[src/rtl/accu_sum_buffer.sv]
// accu_sum_buffer
// Downstream stage for the 4-sample accumulator. Each group sum arriving on a
// one-cycle valid_in pulse is captured into a small first-word-fall-through
// FIFO and offered to a consumer over a valid/ready handshake. The accumulator
// cannot be stalled, so a sum that arrives while the FIFO is full and not
// being drained is dropped, and the sticky overflow flag records the loss.
//
// Optional feature: define ACCU_SUM_BUF_AVG_EN to store the rounded mean of
// each 4-sample sum, (data_in + 2) >> 2, instead of the raw sum.
//
// Parameters: DEPTH must be a power of two from 2 to 16, and LW must equal
// log2(DEPTH)+1 so that level can represent the completely full state.

module accu_sum_buffer #(
   parameter int DEPTH = 4,
   parameter int LW    = 3
) (
   input  logic          clk,
   input  logic          rst_n,
   input  logic [9:0]    data_in,
   input  logic          valid_in,
   input  logic          ready_in,
   input  logic          clr_ovf,
   output logic [9:0]    data_out,
   output logic          valid_out,
   output logic          full,
   output logic [LW-1:0] level,
   output logic          overflow
);

   localparam int PW = $clog2(DEPTH);

   logic [9:0]    mem [DEPTH];
   logic [PW-1:0] wr_ptr;
   logic [PW-1:0] rd_ptr;
   logic [LW-1:0] level_q;
   logic          overflow_q;

   logic          not_empty;
   logic          is_full;
   logic          push;
   logic          pop;
   logic          drop;
   logic [9:0]    wr_data;

   // Status flags come from the registered level only, so no handshake input
   // ever reaches an output combinationally.
   always_comb begin
      not_empty = 1'b0;
      is_full   = 1'b0;
      not_empty = (level_q != '0);
      is_full   = (level_q == LW'(DEPTH));
   end

   // Handshake decode: a pop frees a slot in the same cycle, so a full FIFO
   // that is being drained can still accept the incoming sum.
   always_comb begin
      pop  = 1'b0;
      push = 1'b0;
      drop = 1'b0;
      pop  = not_empty && ready_in;
      push = valid_in && (!is_full || pop);
      drop = valid_in && is_full && !pop;
   end

   // Value written into the array; the averaging form adds at 11 bits so the
   // rounding constant cannot wrap for the largest legal sum.
   always_comb begin
      wr_data = '0;
`ifdef ACCU_SUM_BUF_AVG_EN
      wr_data = 10'(({1'b0, data_in} + 11'd2) >> 2);
`else
      wr_data = data_in;
`endif
   end

   // Storage array; contents are don't-care after reset because the read
   // side is masked whenever the FIFO is empty.
   always_ff @(posedge clk) begin
      if (push) begin
         mem[wr_ptr] <= wr_data;
      end
   end

   // Write pointer advances on every accepted sum and wraps naturally.
   always_ff @(posedge clk or negedge rst_n) begin
      if (!rst_n) begin
         wr_ptr <= '0;
      end else if (push) begin
         wr_ptr <= wr_ptr + PW'(1);
      end
   end

   // Read pointer advances on every completed consumer handshake.
   always_ff @(posedge clk or negedge rst_n) begin
      if (!rst_n) begin
         rd_ptr <= '0;
      end else if (pop) begin
         rd_ptr <= rd_ptr + PW'(1);
      end
   end

   // Occupancy counter; a simultaneous push and pop leaves it unchanged.
   always_ff @(posedge clk or negedge rst_n) begin
      if (!rst_n) begin
         level_q <= '0;
      end else begin
         case ({push, pop})
            2'b10:   level_q <= level_q + LW'(1);
            2'b01:   level_q <= level_q - LW'(1);
            default: level_q <= level_q;
         endcase
      end
   end

   // Sticky loss flag; a drop in the same cycle as a clear keeps it set.
   always_ff @(posedge clk or negedge rst_n) begin
      if (!rst_n) begin
         overflow_q <= 1'b0;
      end else if (drop) begin
         overflow_q <= 1'b1;
      end else if (clr_ovf) begin
         overflow_q <= 1'b0;
      end
   end

   // Output drive: the head entry falls through combinationally and is forced
   // to zero while empty so the reset value is well defined.
   always_comb begin
      data_out  = '0;
      valid_out = not_empty;
      full      = is_full;
      level     = level_q;
      overflow  = overflow_q;
      if (not_empty) begin
         data_out = mem[rd_ptr];
      end
   end

endmodule

[config.mk]
export PLATFORM = sky130hd
export DESIGN_NAME = accu_sum_buffer
export DESIGN_NICKNAME = d
export VERILOG_FILES = /design/src/rtl/accu_sum_buffer.sv
export SDC_FILE = /design/constraint.sdc
export NUM_CORES = 1
export LEC_CHECK = 0
export CORE_MARGIN = 4
export CORE_UTILIZATION = 30
export DETAILED_ROUTE_END_ITERATION = 8
export DONT_BUFFER_PORTS = 1
export SYNTH_ARGS = -nofsm -noshare
export SYNTH_HDL_FRONTEND = slang
export SYNTH_SLANG_ARGS = --single-unit
[constraint.sdc]
create_clock -name clk -period 3.8 [get_ports clk]
set_input_delay 0.95 -clock clk [delete_from_list [all_inputs] [get_ports clk]]
set_output_delay 0.95 -clock clk [all_outputs]
set_load 0.1 [all_outputs]
==> impl_metrics.csv <==
group,metric,value,unit
cells_and_area,areaGrowthSynthToFinish,12.9,%
worst_setup_path,worstPathArrival,2.11,ns
route,drtIter0Drc,94,
run_status,status,"completed",
cells_and_area,register_area,1400,um2
logic_synthesis,synth-seq-cells,48,
die,die_x,91.5,um
route,wl_per_cell,15.2,um
timing,fin_tns_setup,0,ns
job,drv_cap,0,
die,die_h,91.5,um
logic_synthesis,syn_avg_cell_area,17.6,um2
timing,setup_viol,0,
timing,grt_setup_unrepaired,"false",
logic_synthesis,synthTopCellsByCount,"edfxtp_1, and2_1, dfrtp_1, mux4_2, inv_1",
worst_hold_path,worstHoldPathType,"input pin to async pin",
grt,grt_pass1_wl,5750,um
grt,antenna_found_initial,0,
timing,fin_skew,0.00762,ns
cells_and_area,multi_input_area,619,um2
route,drc_errors,0,
placement,gp_congestion,0.699,
placement,numPortBuffers,0,
cts,clk_path_buf_depth,2,
route,vias,1026,
worst_setup_path,startpoint_type,"register",
timing,tightestPinTransition,0.888,ns
timing,hold_viol,0,
logic_synthesis,ys.flop_type,"edfxtp_1",
cts,h-tree-depth,2,
cts,cts_hold_buffers,0,
route,viasPerCell,4.44,
route,first_pass_iters,4,
logic_synthesis,yosys_warnings,0,
grt,grt_pass1_vias,1106,
cells_and_area,final_area,2360,um2
logic_synthesis,yosysSeqAreaShare,67.1,%
cells_and_area,nets,154,
grt,grt_overflow_total,0,
placement,post_dp_cell_area,2270,um2
timing,fin_crit,3.06,ns
die,core_area,6790,um2
grt,grt_usage,9.21,%
timing,fin_crit_sh,80.5,%
logic_synthesis,synth-edff-count,40,
cts,cts_inserted_buffers,5,
worst_setup_path,crit_type,"register to primary output",
cts,insertion_delay,0.30,ns
die,initial_core_util,30.8,%
die,core.rowCount,30,
worst_setup_path,endpoint_kind,"primary output",
cts,cts-resized-gates,0,
timing,relSlewSlack,40.8,%
route,wl,3500,um
timing,fmax,327,MHz
logic_synthesis,synth_top_area_share,57.5,%
grt,grt_max_degree,16,
logic_synthesis,syn_nets,139,
die,ios,31,
cts,cts_tree,"done",
placement,dp_hpwl,2440,um
cells_and_area,antenna_cells,0,
logic_synthesis,synth_largest_area_cell,"edfxtp_1",
cts,cts_root_buf,"clkbuf_8",
logic_synthesis,synth_area,2090,um2
logic_synthesis,yosysMostFrequentCell,"edfxtp_1",
logic_synthesis,synth.distinct_cells,34,
worst_setup_path,worstPathMaxFanout,12,
logic_synthesis,synthArstFlopShare,16.7,%
cells_and_area,drive_above_1_share,25.9,%
cells_and_area,fin_util,34.7,%
route,ant_nets,0,
cts,clkTransAtPathRegs,0.09,ns
logic_synthesis,yosys-top-cells-area,"edfxtp_1, dfrtp_1, mux4_2, and2_1, mux4_1",
die,die_area,8360,um2
cts,post_cts_buffers,0,
cts,cts.sinks,48,
cells_and_area,fillers,632,
worst_setup_path,worstPathRequired,2.85,ns
logic_synthesis,postSynthCellCount,119,
timing,maxSlewViolCount,0,
==> flip-flops by register name, summed over array words and instances, names as in the netlist <==
| signal | flops |
|---|---|
| mem | 40 |
| overflow | 1 |
| level | 3 |
| wr_ptr | 2 |
| rd_ptr | 2 |
==> final timing paths <==
kind / end / depth (start not counted) / from / slack [ns]
min in group clk: wr_ptr[1]$_DFFE_PN0P_ / 1 / wr_ptr[1]$_DFFE_PN0P_ / 0.59
worst min register to register: wr_ptr[1]$_DFFE_PN0P_ / 1 / wr_ptr[1]$_DFFE_PN0P_ / 0.59
worst max-delay path: data_out[3] / 3 / rd_ptr[0]$_DFFE_PN0N_ / 0.74
worst min-delay path: overflow$_DFFE_PN0P_ / 0 / rst_n / 0.33
max in group asynchronous: rd_ptr[1]$_DFFE_PN0N_ / 0 / rst_n / 3.40
worst max register to register: level[1]$_DFFE_PN0P_ / 5 / level[0]$_DFFE_PN0P_ / 1.67
==> cell families (layout without fill, tap and decap cells) <==
kind of cell	Yosys count	in the layout	synth area share, %
AOI/OAI and AO/OA	10	10	4.37
muxes	12	12	12.2
adders and majority gates	5	5	3.35
buffers and inverters	13	29	3.29
xor gates and xnor gates	5	5	2.10
DFF	48	48	67.1
and+or+nand+nor	26	26	7.67
==> layout by cell type, fill, tap and decap left out, drive strengths merged, types with 2 or more instances in the layout <==
cell / instances
buf: 14
nand2: 2
clkinv: 2
edfxtp: 40
xnor2: 4
and2: 15
inv: 8
dfrtp: 8
clkbuf: 5
ha: 4
mux4: 10
nor2: 2
==> critical path, stage by stage, from the launching register on <==
cell,delay [ns]
dfrtp_1,0.78
mux4_1,0.62
and2_1,0.17
buf_4,0.23
==> final cells by class <==
| class | instances | share of cell area [%] |
|---|---|---|
| sequential | 48 | 59.4 |
| clock buffer | 5 | 2.92 |
| timing repair buffer | 14 | 4.46 |
| clock inverter | 3 | 0.743 |
| inverter | 7 | 1.11 |
| tap | 96 | 5.09 |
| multi-input combinational | 58 | 26.3 |
==> stage by stage <==
step	worst slack, ns	cells	hold slack (ns)
final	0.741	231	0.333
after global routing	0.565	231	0.313
after CTS	0.681	231	0.327
after detailed placement	1.02	223	0.575
after global placement	1.04	223	0.544
after floorplan	0.259	119	0.534
==> per-layer routing <==
metal / GRT usage [%] / part of all wire, % / vias up
met5: 0 / 0 / -
met4: 4.15 / 2.0 / 0
met3: 3.73 / 6.5 / 5
met2: 16.1 / 55 / 26
met1: 9.60 / 36 / 519
li1: - / - / 476
Power is not shown: default switching activity piles up to over one toggle a cycle in this logic, so the estimate is an artifact.
